### config.mk
export PLATFORM = sky130hd
export DESIGN_NAME = cursor_overlay_flat
export DESIGN_NICKNAME = d
export VERILOG_FILES = /design/src/rtl/cursor_overlay_if.sv /design/src/rtl/cursor_overlay.sv /design/src/flat_wrapper.sv
export SDC_FILE = /design/constraint.sdc
export NUM_CORES = 1
export LEC_CHECK = 0
export CORE_MARGIN = 4
export CORE_UTILIZATION = 54
export DETAILED_ROUTE_END_ITERATION = 10
export PLACE_DENSITY = 0.81
export SLEW_MARGIN = 20
export SYNTH_ARGS = -nofsm -noshare
export SYNTH_HDL_FRONTEND = slang
export SYNTH_SLANG_ARGS = --single-unit
export TNS_END_PERCENT = 1
### constraint.sdc
create_clock -name clk -period 5.6 [get_ports clk]
set_input_delay 1.12 -clock clk [delete_from_list [all_inputs] [get_ports clk]]
set_output_delay 1.12 -clock clk [all_outputs]
set_load 0.01 [all_outputs]
### src/rtl/cursor_overlay_if.sv
// CPU register write port for cursor_overlay: one-cycle write strobe with
// address and data. The CPU side drives (master); the overlay samples (slave).
interface cursor_overlay_if;
  logic        wr_en;
  logic [5:0]  wr_addr;
  logic [15:0] wr_data;

  modport master (output wr_en, wr_addr, wr_data);
  modport slave  (input  wr_en, wr_addr, wr_data);
endinterface

### src/rtl/cursor_overlay.sv
// cursor_overlay: 16x16, 2-bit-per-pixel hardware cursor overlaid on the
// drawing_vduc pixel stream. Every output is its input delayed one clock.
// Optional feature macro: CURSOR_BLINK_EN (frame-counted blink, ctrl bit1).
module cursor_overlay #(
  parameter int H_ACTIVE     = 640,
  parameter int V_ACTIVE     = 480,
  parameter int BLINK_FRAMES = 30
) (
  input  logic                   clk,
  input  logic                   rst_n,
  input  logic [7:0]             pixel_in,
  input  logic                   h_blank_in,
  input  logic                   v_blank_in,
  input  logic                   h_sync_in,
  input  logic                   v_sync_in,
  cursor_overlay_if.slave        wr,
  output logic [7:0]             pixel_out,
  output logic                   h_sync_out,
  output logic                   v_sync_out,
  output logic                   h_blank_out,
  output logic                   v_blank_out
);

`ifdef CURSOR_BLINK_EN
  localparam int CTRL_W = 2;
`else
  localparam int CTRL_W = 1;
`endif
  localparam logic [10:0] H_LIM   = 11'(H_ACTIVE);
  localparam logic [10:0] V_LIM   = 11'(V_ACTIVE);
  localparam logic [10:0] CNT_MAX = 11'h7FF;

  // Position counters stick at full scale instead of wrapping.
  function automatic logic [10:0] sat_inc(input logic [10:0] v);
    return (v == CNT_MAX) ? v : v + 11'd1;
  endfunction

  logic              r_vb_prev, r_hb_prev;
  logic [10:0]       r_x, r_y;
  logic [9:0]        r_cx_sh, r_cy_sh, r_cx, r_cy;
  logic [CTRL_W-1:0] r_ctrl_sh, r_ctrl;
  logic [7:0]        r_col1, r_col2;
  logic [31:0]       r_bmp [16];
  logic [7:0]        r_pix_p1;
  logic              r_hs_p1, r_vs_p1, r_hb_p1, r_vb_p1;

  logic        w_vb_rise, w_hb_rise;
  logic        w_wr_cx, w_wr_cy, w_wr_ctrl, w_wr_col, w_wr_bmp;
  logic [3:0]  w_row;
  logic [10:0] w_lx, w_ly;
  logic        w_blink_mask, w_hit;
  logic [31:0] w_row_bits;
  logic [1:0]  w_code;
  logic [7:0]  w_pix_ov;

  assign w_vb_rise = v_blank_in & ~r_vb_prev;
  assign w_hb_rise = h_blank_in & ~r_hb_prev;

  assign w_wr_cx   = wr.wr_en && (wr.wr_addr == 6'd0);
  assign w_wr_cy   = wr.wr_en && (wr.wr_addr == 6'd1);
  assign w_wr_ctrl = wr.wr_en && (wr.wr_addr == 6'd2);
  assign w_wr_col  = wr.wr_en && (wr.wr_addr == 6'd3);
  assign w_wr_bmp  = wr.wr_en && (wr.wr_addr >= 6'd16) && (wr.wr_addr < 6'd48);
  // (addr-16)>>1 for addr in 16..47 reduces to {addr[5], addr[3:1]}.
  assign w_row     = {wr.wr_addr[5], wr.wr_addr[3:1]};

  // Position/control shadows, copied to live registers on a v_blank rise;
  // a write landing on the copy cycle is forwarded straight into live.
  always_ff @(posedge clk) begin
    if (!rst_n) begin
      r_cx_sh   <= '0;
      r_cy_sh   <= '0;
      r_ctrl_sh <= '0;
      r_cx      <= '0;
      r_cy      <= '0;
      r_ctrl    <= '0;
    end else begin
      if (w_wr_cx)   r_cx_sh   <= wr.wr_data[9:0];
      if (w_wr_cy)   r_cy_sh   <= wr.wr_data[9:0];
      if (w_wr_ctrl) r_ctrl_sh <= wr.wr_data[CTRL_W-1:0];
      if (w_vb_rise) begin
        r_cx   <= w_wr_cx   ? wr.wr_data[9:0]        : r_cx_sh;
        r_cy   <= w_wr_cy   ? wr.wr_data[9:0]        : r_cy_sh;
        r_ctrl <= w_wr_ctrl ? wr.wr_data[CTRL_W-1:0] : r_ctrl_sh;
      end
    end
  end

  // Colours and bitmap are unshadowed and take effect on the next pixel.
  always_ff @(posedge clk) begin
    if (!rst_n) begin
      r_col1 <= '0;
      r_col2 <= '0;
      for (int i = 0; i < 16; i++) r_bmp[i] <= '0;
    end else begin
      if (w_wr_col) begin
        r_col1 <= wr.wr_data[7:0];
        r_col2 <= wr.wr_data[15:8];
      end
      if (w_wr_bmp) begin
        if (wr.wr_addr[0]) r_bmp[w_row][31:16] <= wr.wr_data;
        else               r_bmp[w_row][15:0]  <= wr.wr_data;
      end
    end
  end

  // Raster position tracking from the blank strobes.
  always_ff @(posedge clk) begin
    if (!rst_n) begin
      r_vb_prev <= 1'b0;
      r_hb_prev <= 1'b0;
      r_x       <= '0;
      r_y       <= '0;
    end else begin
      r_vb_prev <= v_blank_in;
      r_hb_prev <= h_blank_in;
      if (h_blank_in)       r_x <= '0;
      else if (!v_blank_in) r_x <= sat_inc(r_x);
      if (v_blank_in)       r_y <= '0;
      else if (w_hb_rise)   r_y <= sat_inc(r_y);
    end
  end

`ifdef CURSOR_BLINK_EN
  localparam int FCW = $clog2(BLINK_FRAMES + 1);
  logic [FCW-1:0] r_fcnt;
  logic           r_phase;

  // Frame counter toggling the blink phase every BLINK_FRAMES frames.
  always_ff @(posedge clk) begin
    if (!rst_n) begin
      r_fcnt  <= '0;
      r_phase <= 1'b0;
    end else if (w_vb_rise) begin
      if (r_fcnt == FCW'(BLINK_FRAMES - 1)) begin
        r_fcnt  <= '0;
        r_phase <= ~r_phase;
      end else begin
        r_fcnt  <= r_fcnt + FCW'(1);
      end
    end
  end

  assign w_blink_mask = r_ctrl[1] & r_phase;
`else
  // No blink hardware; the parameter only exists for a common instance
  // signature, so the mask is a constant false derived from it.
  assign w_blink_mask = (BLINK_FRAMES < 0);
`endif

  // 11-bit offsets; the x >= cx / y >= cy terms reject negative offsets.
  assign w_lx = r_x - {1'b0, r_cx};
  assign w_ly = r_y - {1'b0, r_cy};
  assign w_hit = r_ctrl[0] && !w_blink_mask
              && (r_x >= {1'b0, r_cx}) && (w_lx < 11'd16)
              && (r_y >= {1'b0, r_cy}) && (w_ly < 11'd16)
              && (r_x < H_LIM) && (r_y < V_LIM);

  assign w_row_bits = r_bmp[w_ly[3:0]];
  assign w_code     = w_row_bits[{w_lx[3:0], 1'b0} +: 2];

  // Cursor code to overlay pixel.
  always_comb begin
    w_pix_ov = pixel_in;
    case (w_code)
      2'b01:   w_pix_ov = r_col1;
      2'b10:   w_pix_ov = r_col2;
      2'b11:   w_pix_ov = pixel_in ^ 8'hFF;
      default: w_pix_ov = pixel_in;
    endcase
  end

  // ---- stage p0 -> p1: single output register for pixel and syncs ----
  always_ff @(posedge clk) begin
    if (!rst_n) begin
      r_pix_p1 <= '0;
      r_hs_p1  <= 1'b0;
      r_vs_p1  <= 1'b0;
      r_hb_p1  <= 1'b0;
      r_vb_p1  <= 1'b0;
    end else begin
      r_pix_p1 <= (!h_blank_in && !v_blank_in && w_hit) ? w_pix_ov : pixel_in;
      r_hs_p1  <= h_sync_in;
      r_vs_p1  <= v_sync_in;
      r_hb_p1  <= h_blank_in;
      r_vb_p1  <= v_blank_in;
    end
  end

  assign pixel_out   = r_pix_p1;
  assign h_sync_out  = r_hs_p1;
  assign v_sync_out  = r_vs_p1;
  assign h_blank_out = r_hb_p1;
  assign v_blank_out = r_vb_p1;

endmodule
### src/flat_wrapper.sv
// flat-port wrapper written by rule: the top's interface ports become plain ports
module cursor_overlay_flat 
#(
  parameter int H_ACTIVE     = 640,
  parameter int V_ACTIVE     = 480,
  parameter int BLINK_FRAMES = 30
)
  (clk, rst_n, pixel_in, h_blank_in, v_blank_in, h_sync_in, v_sync_in, pixel_out, h_sync_out, v_sync_out, h_blank_out, v_blank_out, wr_wr_en, wr_wr_addr, wr_wr_data);
  cursor_overlay_if wr_i ();
  input  logic clk;
  input  logic rst_n;
  input  logic [7:0] pixel_in;
  input  logic h_blank_in;
  input  logic v_blank_in;
  input  logic h_sync_in;
  input  logic v_sync_in;
  output logic [7:0] pixel_out;
  output logic h_sync_out;
  output logic v_sync_out;
  output logic h_blank_out;
  output logic v_blank_out;
  input wire logic [$bits(wr_i.wr_en)-1:0] wr_wr_en;
  input wire logic [$bits(wr_i.wr_addr)-1:0] wr_wr_addr;
  input wire logic [$bits(wr_i.wr_data)-1:0] wr_wr_data;
  assign wr_i.wr_en = wr_wr_en;
  assign wr_i.wr_addr = wr_wr_addr;
  assign wr_i.wr_data = wr_wr_data;
  cursor_overlay #(.H_ACTIVE(H_ACTIVE), .V_ACTIVE(V_ACTIVE), .BLINK_FRAMES(BLINK_FRAMES)) u_core (.clk(clk), .rst_n(rst_n), .pixel_in(pixel_in), .h_blank_in(h_blank_in), .v_blank_in(v_blank_in), .h_sync_in(h_sync_in), .v_sync_in(v_sync_in), .wr(wr_i), .pixel_out(pixel_out), .h_sync_out(h_sync_out), .v_sync_out(v_sync_out), .h_blank_out(h_blank_out), .v_blank_out(v_blank_out));
endmodule
==> results.md, run 1 <==
* Outcome: completed
* Layout cells sized above 1 at 0.137
* Nets@finish at 2291
* CTS tree: yes
* Post-synthesis area per instance at 12.9 um^2
* Most used DFF post-synth: edfxtp_1
* Chip Width at 238 um
* First-pass GRT wire length at approximately 110000 um
* Core ar. at between 50000 and 60000 um^2
* Final slew viol count at 0
* Worst rel slew slack at 0.198
* Vias at around 18000
* CP Data Required Time at 6.10 ns
* Final ANT Viol Nets at 0
* Post-route DRC violation count at 0
* Hold path depth at 1
* Worst slack at placement at approximately 0.85 ns
* Number of flops mapped to enable cells by yosys at 512
* GRT busiest layer: met2
* Setup TNS Final at 0 ns
* CP arrival at approximately 5.4 ns
* Hold Crit Class: reg2reg
* Worst r2r path cells at 11
* Max VDD drop at about 0.27 mV
* Synth cell types at 84
* Max frequency at between 200 and 250 MHz
* Row cnt at 83
* Global routing usage on met1 at 0.354
* RSZ-0062 raised after global routing: false
* Aggregate global routing overflow at 0
* Syn_nets at roughly 2300
* Final HPWL DP at 47700 um
* Initial antenna violation count at 1
* Final Setup Violations at 0
* Worst-Skew Late Latency at around 0.63 ns
* GR Util met2 at 0.431
* CTS root buf: clkbuf_16
* Total track usage at 0.263
* Yosys reg bits at ~600
* Maxcap violations at 0
* Vias per inst at ~6.2
* Critical path class: reg2reg
* Reg-to-reg setup timing slack at around 0.74 ns
* Pin count of the biggest net entering global routing at 80
* Resized Gates After CTS at 0
* Die area at about 57000 um^2
* Worst-margin pin slew at between 1 and 1.5 ns
* Final worst slack at around 0.74 ns
* Pwr Density at between 300 and 400 nW/um^2
* Wire length per cell at approximately 25 um
* Hold bufs inserted after CTS at 0
* Lkg Pwr at around 0.011 uW
* Number of global-route vias before repair at between 15000 and 20000
* Starting Density at 0.550
* Number of diodes at 0
* Synthesis-to-layout area growth at 11.4%
* Crit-path max FO at 16
* RR Endpoint: u_core.pixel_out[4]$_SDFF_PN0_
* Reg2reg start: u_core.r_cy[2]$_SDFFE_PN0P_
* Clk sink count at 604
* IO buf count at 48
* TritonCTS buffer count at 58
* Yosys warnings at 0
* Hold Path End: u_core.r_cy[4]$_SDFFE_PN0P_
* Final hold violations at 0
* Placer Congestion at 0.934
* Vert. Die Dim at about 240 um
* GRT met3 Usage at 0.0506
* Htree depth at 2
* Total routed wirelength at ~75000 um
* Clk pin slew, worst setup/hold paths at approximately 0.060 ns
* Post-Synthesis Cells at 2203
* Post-synthesis cell area at roughly 29000 um^2
* Critical Path Start Type: flip-flop
* Detailed Routing Iterations Pass 1 at 6
* Crit path time final at roughly 4.9 ns
* HP Start: u_core.r_cy[4]$_SDFFE_PN0P_
* Critical path capture point type: flip-flop
* Ports at about 50
* Post-CTS Setup Bufs at 0
* Sequential-to-total area share from yosys stat at 0.604
* Iter 0 DRT Violations at between 2000 and 2500
* Tcrit/Tclk final at 0.867
* FFs w/ async S/R, synth at 0
* Clk buf depth at 3
* Setup Skew at ~0.012 ns
## per-layer routing
| layer | part of all wire | wire [um] | up-vias |
|---|---|---|---|
| li1 | - | - | 8037 |
| met1 | 0.39 | 29000 | 9131 |
| met2 | 0.48 | 36300 | 953 |
| met3 | 0.094 | 7070 | 165 |
| met4 | 0.038 | 2860 | 2 |
| met5 | 0.00017 | 13 | - |
## per-stage QoR
stage / utilization / power, uW / hold WS, ns / area, um^2 / std cells
2_1_floorplan: - / 6100 / 0.464 / 28500 / 2203
3_3_place_gp: 0.577 / 6590 / 0.482 / 29900 / 2850
3_5_place_dp: 0.577 / 6620 / 0.488 / 29900 / 2850
4_1_cts: 0.612 / 10400 / 0.502 / 31700 / 2958
5_1_grt: 0.613 / 10700 / 0.520 / 31800 / 2958
6_report: 0.613 / 10400 / 0.498 / 31800 / 2958
## logic make-up after synthesis
family | share of synthesized area
flops | 0.604
mux | 0.106
xor+xnor | 0.00706
fa+ha+maj | 0.0111
buf+inv | 0.0293
compound gates | 0.0528
simple gates | 0.190
## cell type report
class | count | area (um^2)
clock inverter | 33 | 241
multi-input combinational | 1401 | 10600
timing repair buffer | 132 | 1180
fill | 3834 | 20000
tap | 680 | 851
sequential | 604 | 17200
clock buffer | 75 | 1580
inverter | 33 | 124
## state kept, by name, indices dropped and copies added (netlist names)
register           flops
u_core.r_cy           10
u_core.r_cy_sh        10
u_core.r_hb_prev       1
u_core.r_cx_sh        10
u_core.r_vb_prev       1
u_core.r_cx           10
u_core.r_y            11
u_core.r_ctrl_sh       1
u_core.r_ctrl          1
u_core.v_sync_out      1
u_core.h_sync_out      1
u_core.r_col2          8
u_core.r_col1          8
u_core.pixel_out       8
u_core.r_bmp         512
u_core.r_x            11
## power breakdown
group          leakage [uW]  internal (uW)  switching [uW]
registers           0.00561           5080            68.2
clock network      0.000881           2150            1670
logic               0.00495            540             871
total                0.0114           7770            2610
## cell usage after synthesis, types with 6 or more instances
| library cell | number | area share |
|---|---|---|
| and2_1 | 520 | 0.11 |
| edfxtp_1 | 512 | 0.54 |
| nand2_1 | 168 | 0.022 |
| clkbuf_1 | 116 | 0.015 |
| nor2_1 | 93 | 0.012 |
| dfxtp_1 | 92 | 0.065 |
| mux2i_1 | 91 | 0.032 |
| mux4_2 | 91 | 0.072 |
| nand3_1 | 56 | 0.0098 |
| nor2b_1 | 48 | 0.011 |
| o21ai_0 | 40 | 0.0070 |
| inv_1 | 32 | 0.0042 |
| buf_2 | 30 | 0.0053 |
| a21oi_1 | 23 | 0.0040 |
| nand4_1 | 23 | 0.0050 |
| ha_1 | 22 | 0.0097 |
| o211a_1 | 21 | 0.0074 |
| xor2_1 | 14 | 0.0043 |
| nor3_1 | 12 | 0.0021 |
| a32oi_1 | 11 | 0.0034 |
| buf_4 | 9 | 0.0024 |
| xnor2_1 | 9 | 0.0028 |
| a32o_2 | 8 | 0.0032 |
| o221a_1 | 8 | 0.0032 |
| o22ai_1 | 8 | 0.0018 |
| a311oi_1 | 7 | 0.0021 |
| buf_1 | 7 | 0.00092 |
| nand2b_1 | 7 | 0.0015 |
| a2111oi_0 | 6 | 0.0018 |
| mux2_2 | 6 | 0.0024 |
| o211ai_1 | 6 | 0.0016 |
## how the worst max path moves through the flow
stage | to | start | slack, ns
after CTS | u_core.pixel_out[4]$_SDFF_PN0_ | u_core.r_y[0]$_SDFFE_PP0P_ | 0.83
after global routing | u_core.pixel_out[4]$_SDFF_PN0_ | u_core.r_y[0]$_SDFFE_PP0P_ | 0.59
after floorplan | u_core.pixel_out[4]$_SDFF_PN0_ | u_core.r_y[0]$_SDFFE_PP0P_ | 1.72
final | u_core.pixel_out[4]$_SDFF_PN0_ | u_core.r_cy[2]$_SDFFE_PN0P_ | 0.74
after global placement | u_core.pixel_out[7]$_SDFF_PN0_ | u_core.r_y[0]$_SDFFE_PP0P_ | 0.84
after detailed placement | u_core.pixel_out[4]$_SDFF_PN0_ | u_core.r_y[0]$_SDFFE_PP0P_ | 0.85
## cells in the final DEF (no fill, tap or decap), types with 21 or more instances in the layout
master and instances:
and2_1 520, edfxtp_1 512, nand2_1 168, dfxtp_1 92
mux2i_1 91, mux4_2 91, buf_4 78, nor2_1 73
clkbuf_16 61, nand3_1 56, nor2b_1 47, clkdlybuf4s50_1 47
o21ai_1 33, inv_1 32, a21oi_1 23, nand4_1 23
nor2_2 21, o211a_1 21, ha_1 21, clkinv_1 21
## critical path: stages, from the launching register on
cell and delay (ns):
dfxtp_1 0.34, inv_1 0.05, ha_1 0.43, and3b_1 0.35, nor3_1 0.98, nor2_2 0.44, a2111oi_0 0.79, o41a_1 0.27
o31ai_1 0.10, nand3_1 0.24, nand4_1 0.34, o221a_1 0.38
(Power assumes the default switching activity.)
==> run 2: changes to the inputs <==
- CORE_MARGIN: 4 -> 3
==> results.md, run 2 (synthesized netlist as in run 1, its figures left out) <==
* Outcome: completed
* Dpl cell area at 30000 um^2 (+0.25%)
* Iter 0 DRT Violations at 2631 (+14%)
* CTS tree: yes
* Lkg Pwr at 0.0115 uW (+0.71%)
* Initial antenna violation count at 3 (+2)
* Comb power frac at 0.138 (+0.002)
* Flop pwr share at 0.491 (-0.005)
* CP Data Required Time at 6.11 ns (about the same)
* Switching pwr at 2650 uW (+1.7%)
* CTS root buf: clkbuf_16
* Worst-Skew Late Latency at 0.63 ns (about the same)
* Final hold violations at 0 (unchanged)
* Chip Width at 236 um (-0.84%)
* Number of global-route vias before repair at 18800 (+1.8%)
* Setup Skew at 0.0145 ns (+0.00218 ns)
* Clk pin slew, worst setup/hold paths at 0.06 ns (about the same)
* Critical path capture point type: flip-flop
* TritonCTS buffer count at 58 (unchanged)
* Most frequent cells in the layout: and2_1 (520), edfxtp_1 (512), nand2_1 (168), dfxtp_1 (92)
* Final slew viol count at 0 (unchanged)
* Starting Density at 0.550 (unchanged)
* Pwr Density at 329 nW/um^2 (+0.70%)
* Crit-path max FO at 22 (+6)
* Vias at 18700 (+2.5%)
* First-pass GRT wire length at 115000 um (+2.1%)
* Layout cells sized above 1 at 0.144 (+0.00733)
* Post-route cell area at 31900 um^2 (+0.36%)
* Crit path time final at 5.02 ns (+0.166 ns)
* Worst-margin pin slew at 1.14 ns (-0.0563 ns)
* Most common cell after layout, fill and taps aside: and2_1
* Crit path cell chain: inv_1 -> ha_4 -> inv_1 -> fa_4 -> buf_4 -> mux4_2 -> nand2_1 -> a2111oi_0 -> a211o_1 -> nor2_1 -> o31ai_2 -> nand3_1 -> a32o_2 -> o221a_1
* Synthesis-to-layout area growth at 11.8%
* Wire length per cell at 25.8 um (+1.3%)
* Crit-path most repeated cell: inv_1
* Sw Ratio at 0.253 (+0.00164)
* Critical Path Start Type: flip-flop
* Vert. Die Dim at 236 um (-0.84%)
* Worst rel slew slack at 0.233 (+0.0350)
* Ports at 49 (unchanged)
* Aggregate global routing overflow at 0 (unchanged)
* CP peak stage delay at 1.05 ns (+0.07 ns)
* Post-CTS Setup Bufs at 0 (unchanged)
* RSZ-0062 raised after global routing: false
* Largest register FFs at 512 (unchanged)
* HP Start: u_core.r_cy[6]$_SDFFE_PN0P_
* Core ar. at 51800 um^2 (unchanged)
* Maxcap violations at 0 (unchanged)
* Clk sink count at 604 (unchanged)
* Nets@finish at 2301 (+0.44%)
* Hold bufs inserted after CTS at 0 (unchanged)
* Largest regs: u_core.r_bmp x512, u_core.r_x x11, u_core.r_y x11
* # fillers at 3714 (-3.1%)
* Detailed Routing Iterations Pass 1 at 5 (-1)
* Final Setup Violations at 0 (unchanged)
* CP arrival at 5.53 ns (+0.17 ns)
* Max frequency at 199 MHz (-3.3%)
* Final HPWL DP at 48200 um (+1.2%)
* Htree depth at 2 (unchanged)
* Clock share of power at 0.372 (+0.004)
* Vias per inst at 6.31 (+2.1%)
* Final Total Pwr at 10500 uW (+1.1%)
* Critical path startpoint: u_core.r_y[0]$_SDFFE_PP0P_
* Clk buf depth at 3 (unchanged)
* IO buf count at 48 (unchanged)
* Total routed wirelength at 76500 um (+1.7%)
* Biggest register: u_core.r_bmp
* Row cnt at 83 (unchanged)
* Placer Congestion at 0.909 (-2.7%)
* Critical path class: reg2reg
* Pin count of the biggest net entering global routing at 105 (+31%)
* Tcrit/Tclk final at 0.897 (+0.0297)
* CP max stage cell: fa_4
* Die area at 55600 um^2 (-1.7%)
* Post-route DRC violation count at 0 (unchanged)
* Setup TNS Final at 0 ns (unchanged)
* Resized Gates After CTS at 0 (unchanged)
* Max VDD drop at 0.249 mV (-9.0%)
* Hold Crit Class: reg2reg
* Total track usage at 0.273 (+0.00941)
* Reg-to-reg setup timing slack at 0.58 ns (-0.17 ns)
* Reg2reg start: u_core.r_y[0]$_SDFFE_PP0P_
* Final ANT Viol Nets at 0 (unchanged)
* Cell-internal power at 7840 uW (+0.84%)
==> run 2: changes by cell type in the layout (fill, tap and decap cells not counted), moves of 4 or more <==
cell / before / now
clkinv_1: 21 / 6
nor2_1: 73 / 77
nor2_2: 21 / 17
clkinv_2: 6 / 14
buf_4: 78 / 86
==> run 2: final timing paths <==
path / cells past startpoint / endpoint
setup / recovery: 14 / u_core.pixel_out[3]$_SDFF_PN0_
hold / removal: 1 / u_core.r_cy[6]$_SDFFE_PN0P_
setup reg to reg: 14 / u_core.pixel_out[3]$_SDFF_PN0_
hold reg to reg: 1 / u_core.r_cy[6]$_SDFFE_PN0P_
==> run 2: through the flow <==
stage	std cells	hold WS (ns)	worst slack, ns	utilization
floorplan	2203	0.464	1.72	-
global placement	2859	0.478	0.568	0.579
detailed placement	2859	0.487	0.716	0.579
CTS	2966	0.501	0.707	0.615
global route	2967	0.517	0.385	0.615
finish	2969	0.496	0.579	0.615
==> run 2: layout make-up <==
| cell class | count | area [um^2] | share of cell area |
|---|---|---|---|
| flip-flops and latches | 604 | 17200 | 0.540 |
| multi-input cells | 1401 | 10600 | 0.331 |
| clock buffers | 81 | 1630 | 0.0512 |
| repair buffers | 142 | 1270 | 0.0397 |
| well taps | 680 | 851 | 0.0267 |
| clock inverters | 26 | 228 | 0.00714 |
| inverters | 33 | 124 | 0.00388 |
| diodes | 2 | 5.00 | 0.000157 |
==> run 2: power groups by stage <==
stage	Combinational, uW	Sequential [uW]	Clock [uW]
6_report	1440	5150	3900
4_1_cts	1420	5150	3920
2_1_floorplan	882	5220	0
5_1_grt	1510	5160	4110
3_3_place_gp	1380	5230	0
3_5_place_dp	1410	5240	0
==> run 2: critical path, delay by kind of cell (launching register included) <==
kind | cells | cell delay, ns
AOI/OAI and AO/OA | 5 | 2.16
adders and majority gates | 2 | 1.19
buffers and inverters | 3 | 0.58
DFF | 1 | 0.35
and+or+nand+nor | 3 | 0.33
muxes | 1 | 0.25
==> run 2: layer usage <==
| metal | routed length [um] | vias to the layer above | global-route usage | part of all wire |
|---|---|---|---|---|
| li1 | - | 8054 | - | - |
| met4 | 3520 | 4 | 0.120 | 0.046 |
| met3 | 7610 | 247 | 0.0538 | 0.10 |
| met2 | 36500 | 1082 | 0.438 | 0.48 |
| met5 | 86 | - | 0 | 0.0011 |
| met1 | 28800 | 9352 | 0.363 | 0.38 |
